$ cat src/rtl/fetch_unit_if.sv
// rtl/fetch_unit_if.sv - instruction-memory and decode-side signal bundle for fetch_unit
interface fetch_unit_if #(
  parameter int PC_W    = 8,
  parameter int INSTR_W = 32,
  parameter int DEPTH   = 4
);
  localparam int CNT_W = $clog2(DEPTH) + 1;

  logic               imem_req;
  logic [PC_W-1:0]    imem_addr;
  logic [INSTR_W-1:0] imem_data;
  logic               redirect;
  logic [PC_W-1:0]    redirect_pc;
  logic               id_valid;
  logic               id_ready;
  logic [INSTR_W-1:0] id_instr;
  logic [PC_W-1:0]    id_pc;
  logic [CNT_W-1:0]   buf_count;

  modport master (
    output imem_req, imem_addr, id_valid, id_instr, id_pc, buf_count,
    input  imem_data, redirect, redirect_pc, id_ready
  );

  modport slave (
    input  imem_req, imem_addr, id_valid, id_instr, id_pc, buf_count,
    output imem_data, redirect, redirect_pc, id_ready
  );
endinterface

$ cat src/rtl/fetch_unit.sv
// rtl/fetch_unit.sv - credit-based instruction fetch front end with tagged FIFO toward decode
// Optional FETCH_PERF_EN adds saturating transfer/redirect counters.
module fetch_unit #(
  parameter int PC_W     = 8,
  parameter int INSTR_W  = 32,
  parameter int DEPTH    = 4,
  parameter int PC_STEP  = 1,
  parameter int RESET_PC = 0
) (
  input  logic         clk,
  input  logic         rst,
  fetch_unit_if.master bus
`ifdef FETCH_PERF_EN
  ,
  output logic [31:0]  perf_fetch,
  output logic [15:0]  perf_flush
`endif
);
  localparam int CNT_W = $clog2(DEPTH) + 1;
  localparam int PTR_W = $clog2(DEPTH);

  logic [PC_W-1:0]    fpc;
  logic [PC_W-1:0]    tag_pc;
  logic               inflight;
  logic [CNT_W-1:0]   count;
  logic [PTR_W-1:0]   rd_ptr;
  logic [PTR_W-1:0]   wr_ptr;
  logic [INSTR_W-1:0] instr_q [DEPTH];
  logic [PC_W-1:0]    pc_q    [DEPTH];
  logic               issue;
  logic               push;
  logic               pop;
  logic [CNT_W:0]     credit_used;

  // Reserving a slot for the outstanding read keeps the buffer from ever overflowing.
  always_comb begin
    credit_used = {1'b0, count} + (CNT_W+1)'(inflight);
    issue       = !rst && !bus.redirect && (credit_used < (CNT_W+1)'(DEPTH));
    push        = inflight && !bus.redirect;
    pop         = bus.id_valid && bus.id_ready;
  end

  assign bus.imem_req  = issue;
  assign bus.imem_addr = fpc;
  assign bus.id_valid  = (count != '0);
  assign bus.id_instr  = instr_q[rd_ptr];
  assign bus.id_pc     = pc_q[rd_ptr];
  assign bus.buf_count = count;

  always_ff @(posedge clk) begin
    if (rst) begin
      fpc      <= PC_W'(RESET_PC);
      tag_pc   <= '0;
      inflight <= 1'b0;
      count    <= '0;
      rd_ptr   <= '0;
      wr_ptr   <= '0;
    end else if (bus.redirect) begin
      fpc      <= bus.redirect_pc;
      inflight <= 1'b0;
      count    <= '0;
      rd_ptr   <= '0;
      wr_ptr   <= '0;
    end else begin
      if (issue) begin
        fpc    <= fpc + PC_W'(PC_STEP);
        tag_pc <= fpc;
      end
      inflight <= issue;
      if (push) wr_ptr <= wr_ptr + PTR_W'(1);
      if (pop)  rd_ptr <= rd_ptr + PTR_W'(1);
      case ({push, pop})
        2'b10:   count <= count + CNT_W'(1);
        2'b01:   count <= count - CNT_W'(1);
        default: count <= count;
      endcase
    end
  end

  always_ff @(posedge clk) begin
    if (!rst && push) begin
      instr_q[wr_ptr] <= bus.imem_data;
      pc_q[wr_ptr]    <= tag_pc;
    end
  end

`ifdef FETCH_PERF_EN
  // A transfer coinciding with a redirect still counts: ID saw the handshake.
  always_ff @(posedge clk) begin
    if (rst) begin
      perf_fetch <= '0;
      perf_flush <= '0;
    end else begin
      if (pop && (perf_fetch != '1))          perf_fetch <= perf_fetch + 32'd1;
      if (bus.redirect && (perf_flush != '1)) perf_flush <= perf_flush + 16'd1;
    end
  end
`endif
endmodule

$ cat src/flat_wrapper.sv
// flat-port wrapper written by rule: the top's interface ports become plain ports
module fetch_unit_flat 
#(
  parameter int PC_W     = 8,
  parameter int INSTR_W  = 32,
  parameter int DEPTH    = 4,
  parameter int PC_STEP  = 1,
  parameter int RESET_PC = 0
)
  (clk, rst, bus_imem_req, bus_imem_addr, bus_id_valid, bus_id_instr, bus_id_pc, bus_buf_count, bus_imem_data, bus_redirect, bus_redirect_pc, bus_id_ready);
  fetch_unit_if #(.PC_W(PC_W), .INSTR_W(INSTR_W), .DEPTH(DEPTH)) bus_i ();
  input  logic clk;
  input  logic rst;
  output wire logic [$bits(bus_i.imem_req)-1:0] bus_imem_req;
  output wire logic [$bits(bus_i.imem_addr)-1:0] bus_imem_addr;
  output wire logic [$bits(bus_i.id_valid)-1:0] bus_id_valid;
  output wire logic [$bits(bus_i.id_instr)-1:0] bus_id_instr;
  output wire logic [$bits(bus_i.id_pc)-1:0] bus_id_pc;
  output wire logic [$bits(bus_i.buf_count)-1:0] bus_buf_count;
  input wire logic [$bits(bus_i.imem_data)-1:0] bus_imem_data;
  input wire logic [$bits(bus_i.redirect)-1:0] bus_redirect;
  input wire logic [$bits(bus_i.redirect_pc)-1:0] bus_redirect_pc;
  input wire logic [$bits(bus_i.id_ready)-1:0] bus_id_ready;
  assign bus_imem_req = bus_i.imem_req;
  assign bus_imem_addr = bus_i.imem_addr;
  assign bus_id_valid = bus_i.id_valid;
  assign bus_id_instr = bus_i.id_instr;
  assign bus_id_pc = bus_i.id_pc;
  assign bus_buf_count = bus_i.buf_count;
  assign bus_i.imem_data = bus_imem_data;
  assign bus_i.redirect = bus_redirect;
  assign bus_i.redirect_pc = bus_redirect_pc;
  assign bus_i.id_ready = bus_id_ready;
  fetch_unit #(.PC_W(PC_W), .INSTR_W(INSTR_W), .DEPTH(DEPTH), .PC_STEP(PC_STEP), .RESET_PC(RESET_PC)) u_core (.clk(clk), .rst(rst), .bus(bus_i));
endmodule
$ cat config.mk
export PLATFORM = sky130hd
export DESIGN_NAME = fetch_unit_flat
export DESIGN_NICKNAME = d
export VERILOG_FILES = /design/src/rtl/fetch_unit_if.sv /design/src/rtl/fetch_unit.sv /design/src/flat_wrapper.sv
export SDC_FILE = /design/constraint.sdc
export NUM_CORES = 1
export LEC_CHECK = 0
export ABC_AREA = 1
export ABC_CLOCK_PERIOD_IN_PS = 3900
export BUFFER_PORTS_ARGS = -buffer_cell sky130_fd_sc_hd__buf_2
export CORE_ASPECT_RATIO = 1.75
export CORE_MARGIN = 1.5
export CORE_UTILIZATION = 57
export DETAILED_ROUTE_END_ITERATION = 8
export PLACE_DENSITY = 0.9
export SYNTH_ARGS = -nofsm -noshare
export SYNTH_HDL_FRONTEND = slang
export SYNTH_SLANG_ARGS = --single-unit
$ cat constraint.sdc
create_clock -name clk -period 3.9 [get_ports clk]
set_input_delay 0.78 -clock clk [delete_from_list [all_inputs] [get_ports clk]]
set_output_delay 0.78 -clock clk [all_outputs]
set_load 0.01 [all_outputs]
==> results of run 1 <==
[stage by stage]
stage	power, mW	setup WS [ns]
3_5_place_dp	2.40	1.20
5_1_grt	4.12	0.654
2_1_floorplan	2.32	0.587
6_report	4.00	0.815
3_3_place_gp	2.39	1.26
4_1_cts	4.02	0.743
[how the worst min path moves through the flow]
stage                     startpoint               end  slack, ns  cells past startpoint
global route        u_core.rd_ptr[1]          register       0.52                      2
floorplan           u_core.rd_ptr[1]          register       0.43                      2
finish              u_core.rd_ptr[1]  u_core.rd_ptr[1]       0.47                      2
detailed placement  u_core.rd_ptr[1]          register       0.46                      2
CTS                 u_core.rd_ptr[1]  u_core.rd_ptr[1]       0.47                      2
global placement    u_core.rd_ptr[1]  u_core.rd_ptr[1]       0.45                      2
[cells in the final DEF (no fill, tap or decap), types with 6 or more instances in the layout]
cell,n
sky130_fd_sc_hd__clkbuf_16,17
sky130_fd_sc_hd__a21oi_1,15
sky130_fd_sc_hd__ha_1,6
sky130_fd_sc_hd__o22ai_1,40
sky130_fd_sc_hd__buf_2,96
sky130_fd_sc_hd__buf_4,6
sky130_fd_sc_hd__nand2_1,30
sky130_fd_sc_hd__inv_1,31
sky130_fd_sc_hd__o21ai_0,97
sky130_fd_sc_hd__nand3_1,18
sky130_fd_sc_hd__dfxtp_1,25
sky130_fd_sc_hd__edfxtp_1,160
sky130_fd_sc_hd__nor2_1,100
[logic make-up (layout without fill, tap and decap cells)]
| family | count (synthesis) | in the layout | synth area share (%) |
|---|---|---|---|
| DFF | 186 | 186 | 74.3 |
| and+or+nand+nor | 157 | 157 | 8.98 |
| AOI/OAI and AO/OA | 155 | 155 | 11.6 |
| buffers and inverters | 62 | 169 | 3.65 |
| adders and majority gates | 7 | 7 | 1.33 |
| xor gates and xnor gates | 1 | 1 | 0.122 |
| other | 0 | 1 | 0 |
[where the power goes]
part,switching [mW],internal [mW],total (mW)
clock network,0.797,0.854,1.65
logic,0.0983,0.0562,0.155
registers,0.0190,2.18,2.20
[worst reg2reg max path: cells and delay by family (launching register included)]
family	cells	cell delay (ns)
adder cells (fa/ha/maj)	2	0.52
AND/OR/NAND/NOR	5	0.45
flip-flops	1	0.42
AO/OA/AOI/OAI	2	0.28
buffers and inverters	3	0.25
[area by class of cell]
class / count / area (um2)
Antenna cell: 1 / 2.50
Clock buffer: 17 / 425
Clock inverter: 15 / 153
Fill cell: 836 / 3930
Inverter: 32 / 120
Multi-Input combinational cell: 320 / 1610
Sequential cell: 186 / 5330
Tap cell: 168 / 210
Timing Repair Buffer: 105 / 586
[registers in the layout, indices dropped and copies added, names as in the netlist, named ones only]
register and flops:
u_core.instr_q 128, u_core.pc_q 32, u_core.bus.imem_addr 8, u_core.tag_pc 8
u_core.bus.buf_count 3, u_core.rd_ptr 2, u_core.wr_ptr 2, u_core.inflight 1
[layer usage]
metal  GRT usage (%)  share of wire, %
met1            25.9                38
met2            41.3                55
met3            5.07               5.6
met4            8.41               1.6
met5               0              0.11
[Yosys cell counts]
library cell and instances:
sky130_fd_sc_hd__buf_6 3, sky130_fd_sc_hd__nand2_1 30, sky130_fd_sc_hd__edfxtp_1 160, sky130_fd_sc_hd__nor2_1 104, sky130_fd_sc_hd__o21ai_0 97, sky130_fd_sc_hd__buf_2 2, sky130_fd_sc_hd__a31oi_1 1, sky130_fd_sc_hd__xnor2_1 1
sky130_fd_sc_hd__fa_1 1, sky130_fd_sc_hd__nor2_2 2, sky130_fd_sc_hd__ha_1 6, sky130_fd_sc_hd__inv_1 31, sky130_fd_sc_hd__buf_4 1, sky130_fd_sc_hd__o22ai_1 40, sky130_fd_sc_hd__o21ai_2 1, sky130_fd_sc_hd__clkbuf_1 24
sky130_fd_sc_hd__nand2_4 1, sky130_fd_sc_hd__nand4_1 1, sky130_fd_sc_hd__dfxtp_1 26, sky130_fd_sc_hd__a21oi_1 15, sky130_fd_sc_hd__o21ai_1 1, sky130_fd_sc_hd__nand3_1 18, sky130_fd_sc_hd__nor2_8 1, sky130_fd_sc_hd__clkinv_1 1
==> out/qor.json, run 1 <==
{
  "cp-endpoint": "bus_id_pc[7]",
  "floorplan.initialDensity_pct": 57.9,
  "cell_count_after_placement": 811,
  "grt_start_max_net_pins": 81,
  "placed_standard_cell_area_um2": 7850,
  "final.setup.tns_ns": 0,
  "regToRegStartpoint": "u_core.bus.buf_count[0]",
  "ir_worst_vdd_mv": 0.388,
  "place.port_buffers": 96,
  "reg2reg_slack_ns": 1.91,
  "final_area_um2": 8430,
  "synth_largest_type_area_fraction_pct": 67.1,
  "num_vias": 4697,
  "seq_area_frac_synth_pct": 74.3,
  "rsz0062_at_grt": "false",
  "minimum_clock_period_after_layout_ns": 3.09,
  "utilization_pct": 68.2,
  "detailed_router_s_first_iteration_violation_count": 420,
  "hpwlAfterDp_um": 9180,
  "drcViolationCount": 0,
  "chipHeight_um": 151,
  "fraction_of_layout_cells_with_a_size_suffix_above_1_pct": 21.8,
  "power.density_nw_per_um2": 475,
  "critical_path.startpoint_type": "register",
  "cts_setup_buffers": 0,
  "power.leakage_nw": 3.07,
  "num_rows": 54,
  "timing.critical_path.slowest_cell_delay_ns": 0.68,
  "place.gp.congestion": 0.837,
  "syn-instance-count": 568,
  "core_um2": 12400,
  "synth_top_cells_by_area": "sky130_fd_sc_hd__edfxtp_1 (67%), sky130_fd_sc_hd__dfxtp_1 (7.3%), sky130_fd_sc_hd__o21ai_0 (6.8%), sky130_fd_sc_hd__nor2_1 (5.4%), sky130_fd_sc_hd__o22ai_1 (3.5%)",
  "kind_of_cell_adding_the_most_delay_to_the_critical_path": "buffers and inverters",
  "clk_pin_slew_worst_paths_ns": 0.06,
  "drt-wirelength-per-cell_um": 17.4,
  "fmax_mhz": 324,
  "setup_failing_eps_final": 0,
  "cts_sinks": 186,
  "grt_antenna_before_repair": 1,
  "period_share_pct": 79.1,
  "floorplan.io_pins": 97,
  "path_depth": 5,
  "post_cts_hold_buffer_count": 0,
  "worstHoldPathType": "reg2reg",
  "max_slew.worst_pin.slew_ns": 1.22,
  "grt_pass1_vias": 4697,
  "detail_route.vias_per_cell": 5.57,
  "die_w_um": 87.8,
  "clock_buffers_created_by_tritoncts": 17,
  "worst_reg_to_reg_cells": 12,
  "critical_path_required_time_ns": 3.12,
  "worst_clock_skew_ns": 0.0147,
  "timing.critical_path.slowest_stage_cell": "sky130_fd_sc_hd__inv_1",
  "report.final.slew_viol_count": 0,
  "finish.net_count": 713,
  "critical_path_arrival_ns": 2.31,
  "cp_max_fo": 30,
  "grt_first_pass_wirelength_um": 22800,
  "groute.usage.overall_pct": 22.9,
  "cap_viol_max_count": 0,
  "cp_num_buf_inv": 3,
  "run_status": "finished clean",
  "areaGrowthSynthToFinish_pct": 17.7,
  "element_type_at_the_critical_path_end": "output port",
  "post_synth_instance_area_um2": 7160,
  "worstPathCellList": "inv_1 > buf_4 > o21ai_0 > o22ai_1 > buf_2",
  "final.hold.worst_slack_ns": 0.466,
  "synthDominantAreaCellType": "sky130_fd_sc_hd__edfxtp_1",
  "max-clock-path-buffers": 2,
  "route.final.wire_length_um": 14700,
  "yosys_warnings": 0,
  "clock-root-buffer": "sky130_fd_sc_hd__clkbuf_16",
  "reg2reg_to": "u_core.bus.buf_count[2]",
  "synth.distinct_cells": 24,
  "final_hold_viol_count": 0,
  "h_tree_levels": 4,
  "clkLatencyLatePin_ns": 0.43,
  "clock_tree_from_tritoncts": "built",
  "antenna_left": 0,
  "grt_overflow": 0,
  "startpoint_to_endpoint_class_of_the_critical_path": "reg2out",
  "maxSlewHeadroom_pct": 18.5,
  "syn_nets": 619,
  "synth.avg_cell_area_um2": 12.6,
  "stdcell_count": 844,
  "ys_ff_latch": 186,
  "firstDrtPassIters": 5,
  "dieArea_um2": 13300,
  "cts_resized": 0
}
No activity file was read; power rests on OpenSTA's default activity.
==> run 2, diff against run 1 <==
ABC_CLOCK_PERIOD_IN_PS = 3100   (was 3900)
clock period = 3.1 ns   (was 3.9 ns; I/O delays follow)
==> out/qor.json, run 2 (synthesis results as in run 1) <==
{
  "run_status": "finished clean",
  "worstHoldPathType": "in2reg",
  "rsz0062_at_grt": "false",
  "power.switching": {"value": 1.10, "unit": "mW", "change": "+20%"},
  "cts_setup_buffers": {"value": 0, "change": "unchanged"},
  "fmax_mhz": 347,
  "floorplan.initialDensity": {"value": 57.9, "unit": "%", "change": "unchanged"},
  "kind_of_cell_adding_the_most_delay_to_the_critical_path": "buffers and inverters",
  "utilization": {"value": 68.1, "unit": "%", "change": "about the same"},
  "worstPathCellList": "inv_1 > o21ai_0 > o22ai_1 > buf_2",
  "final_hold_viol_count": {"value": 0, "change": "unchanged"},
  "finish.net_count": {"value": 714, "change": "+0.14%"},
  "drcViolationCount": {"value": 0, "change": "unchanged"},
  "largest_registers": "u_core.instr_q (128), u_core.pc_q (32)",
  "minimum_clock_period_after_layout_ns": 2.88,
  "post_cts_hold_buffer_count": {"value": 0, "change": "unchanged"},
  "num_vias": {"value": 4788, "change": "+1.9%"},
  "period_share_pct": 92.9,
  "fin_ws": {"value": 0.221, "unit": "ns", "change": "-0.593 ns"},
  "ir_worst_vdd": {"value": 0.435, "unit": "mV", "change": "+12%"},
  "place.gp.congestion": {"value": 0.824, "change": "-1.6%"},
  "cts_resized": {"value": 0, "change": "unchanged"},
  "power.density": {"value": 609, "unit": "nW/um2", "change": "+28%"},
  "grt_overflow": {"value": 0, "change": "unchanged"},
  "clock_tree_from_tritoncts": "built",
  "chipHeight": {"value": 151, "unit": "um", "change": "unchanged"},
  "clock-root-buffer": "sky130_fd_sc_hd__clkbuf_16",
  "max-clock-path-buffers": {"value": 2, "change": "unchanged"},
  "groute.usage.overall": {"value": 23.6, "unit": "%", "change": "+0.71 points"},
  "element_type_at_the_critical_path_end": "output port",
  "grt_first_pass_wirelength": {"value": 23200, "unit": "um", "change": "+1.8%"},
  "critical_path.startpoint_type": "register",
  "timing.critical_path.slowest_cell_delay": {"value": 0.66, "unit": "ns", "change": "-0.02 ns"},
  "part_of_the_total_power_dissipated_in_sequential_elements": {"value": 53.9, "unit": "%", "change": "-1.0 points"},
  "clock_buffers_created_by_tritoncts": {"value": 17, "change": "unchanged"},
  "timing.critical_path.slowest_stage_cell": "sky130_fd_sc_hd__inv_1",
  "pwr-share-clk": {"value": 42.3, "unit": "%", "change": "+1.1 points"},
  "detailed_router_s_first_iteration_violation_count": {"value": 524, "change": "+25%"},
  "cp_num_buf_inv": {"value": 2, "change": "-1"},
  "pre_cts_setup_slack": {"value": 0.756, "unit": "ns", "change": "-0.441 ns"},
  "p_sw_share": {"value": 21.4, "unit": "%", "change": "-1.4 points"},
  "clk_pin_slew_worst_paths": {"value": 0.07, "unit": "ns", "change": "about the same"},
  "mostFrequentLayoutCell": "sky130_fd_sc_hd__edfxtp_1",
  "critical_path_required_time": {"value": 2.48, "unit": "ns", "change": "-0.64 ns"},
  "num_rows": {"value": 54, "change": "unchanged"},
  "hpwlAfterDp": {"value": 9060, "unit": "um", "change": "-1.2%"},
  "h_tree_levels": {"value": 4, "change": "unchanged"},
  "fraction_of_layout_cells_with_a_size_suffix_above_1": {"value": 22.0, "unit": "%", "change": "+0.26 points"},
  "maxSlewHeadroom": {"value": 38.8, "unit": "%", "change": "+20 points"},
  "cts_sinks": {"value": 186, "change": "unchanged"},
  "startpoint_to_endpoint_class_of_the_critical_path": "reg2out",
  "antenna_left": {"value": 0, "change": "unchanged"},
  "cap_viol_max_count": {"value": 0, "change": "unchanged"},
  "combinationalPowerShare": {"value": 3.8, "unit": "%", "change": "about the same"},
  "critical_path_arrival": {"value": 2.26, "unit": "ns", "change": "-0.05 ns"},
  "drt-wirelength-per-cell": {"value": 17.6, "unit": "um", "change": "+1.1%"},
  "max_reg_flops": {"value": 128, "change": "unchanged"},
  "place.port_buffers": {"value": 96, "change": "unchanged"},
  "cell_count_after_placement": {"value": 812, "change": "+0.12%"},
  "detail_route.vias_per_cell": {"value": 5.67, "change": "+1.8%"},
  "mostFrequentLayoutCells": "sky130_fd_sc_hd__edfxtp_1 (160), sky130_fd_sc_hd__nor2_1 (100), sky130_fd_sc_hd__o21ai_0 (97)",
  "areaGrowthSynthToFinish": {"value": 17.6, "unit": "%", "change": "about the same"},
  "grt_start_max_net_pins": {"value": 81, "change": "unchanged"},
  "die_w": {"value": 87.8, "unit": "um", "change": "unchanged"},
  "report.final.slew_viol_count": {"value": 0, "change": "unchanged"},
  "route.final.wire_length": {"value": 14800, "unit": "um", "change": "+1.2%"},
  "registers.top_by_ff_count": "u_core.instr_q",
  "setup_failing_eps_final": {"value": 0, "change": "unchanged"},
  "final.hold.worst_slack": {"value": 0.412, "unit": "ns", "change": "-0.0541 ns"},
  "cp_max_fo": {"value": 30, "change": "unchanged"},
  "p_int": {"value": 4.03, "unit": "mW", "change": "+31%"},
  "core": {"value": 12400, "unit": "um2", "change": "unchanged"},
  "firstDrtPassIters": {"value": 5, "change": "unchanged"},
  "floorplan.io_pins": {"value": 97, "change": "unchanged"},
  "max_slew.worst_pin.slew": {"value": 0.917, "unit": "ns", "change": "-0.303 ns"},
  "grt_antenna_before_repair": {"value": 2, "change": "+1"},
  "power.leakage": {"value": 3.09, "unit": "nW", "change": "+0.45%"},
  "grt_pass1_vias": {"value": 4605, "change": "-2.0%"},
  "stdcell_count": {"value": 845, "change": "+0.12%"},
  "clkLatencyLatePin": {"value": 0.42, "unit": "ns", "change": "about the same"},
  "dieArea": {"value": 13300, "unit": "um2", "change": "unchanged"},
  "worst_clock_skew": {"value": 0.00697, "unit": "ns", "change": "-0.00776 ns"}
}
run 2: worst paths after layout:
kind | start | endpoint | slack [ns] | cells after the start
worst max-delay path | register | bus_id_instr[27] | 0.22 | 4
worst min-delay path | bus_imem_data[26] | u_core.instr_q[3][26] | 0.41 | 1
worst max register to register | u_core.bus.buf_count[0] | u_core.bus.buf_count[2] | 1.18 | 12
worst min register to register | u_core.rd_ptr[1] | u_core.rd_ptr[1] | 0.48 | 2
run 2: layer usage:
layer  track usage, %  routed length (um)  vias to the layer above
met5                0                  13                        -
met4             10.3                 350                        2
met3             5.07                 825                       33
met2             41.0                8080                      203
met1             27.6                5560                     2309
li1                 -                   -                     2241
run 2: final cells by class:
cell class / count / area, um2
flip-flops and latches: 186 / 5330
diodes: 1 / 2.50
repair buffers: 106 / 556
fillers: 825 / 3940
multi-input cells: 320 / 1610
clock buffers: 17 / 425
well taps: 168 / 210
clock inverters: 15 / 176
inverters: 32 / 120
run 2: worst register-to-register path: stages (launching register included):
cell and delay [ns]:
sky130_fd_sc_hd__dfxtp_1 0.41, sky130_fd_sc_hd__inv_1 0.11, sky130_fd_sc_hd__nand3_1 0.10, sky130_fd_sc_hd__nand2_1 0.09
sky130_fd_sc_hd__inv_1 0.09, sky130_fd_sc_hd__ha_1 0.14, sky130_fd_sc_hd__inv_1 0.06, sky130_fd_sc_hd__fa_1 0.38
sky130_fd_sc_hd__a21oi_1 0.14, sky130_fd_sc_hd__o21ai_0 0.13, sky130_fd_sc_hd__nand2_1 0.08, sky130_fd_sc_hd__nand2_1 0.05
sky130_fd_sc_hd__nor2_1 0.08
run 2: power groups by stage:
stage / clock network, mW / logic, mW / registers, mW
after detailed placement: 0 / 0.193 / 2.82
after CTS: 2.20 / 0.195 / 2.77
after global placement: 0 / 0.182 / 2.82
after global routing: 2.30 / 0.217 / 2.77
final: 2.17 / 0.195 / 2.77
after floorplan: 0 / 0.0994 / 2.82
run 2: through the flow:
step | power [mW] | area [um2] | setup TNS, ns
finish | 5.13 | 8420 | 0
global route | 5.28 | 8420 | 0
CTS | 5.16 | 8420 | 0
detailed placement | 3.01 | 7820 | 0
global placement | 3.00 | 7820 | 0
floorplan | 2.92 | 7160 | -8.56
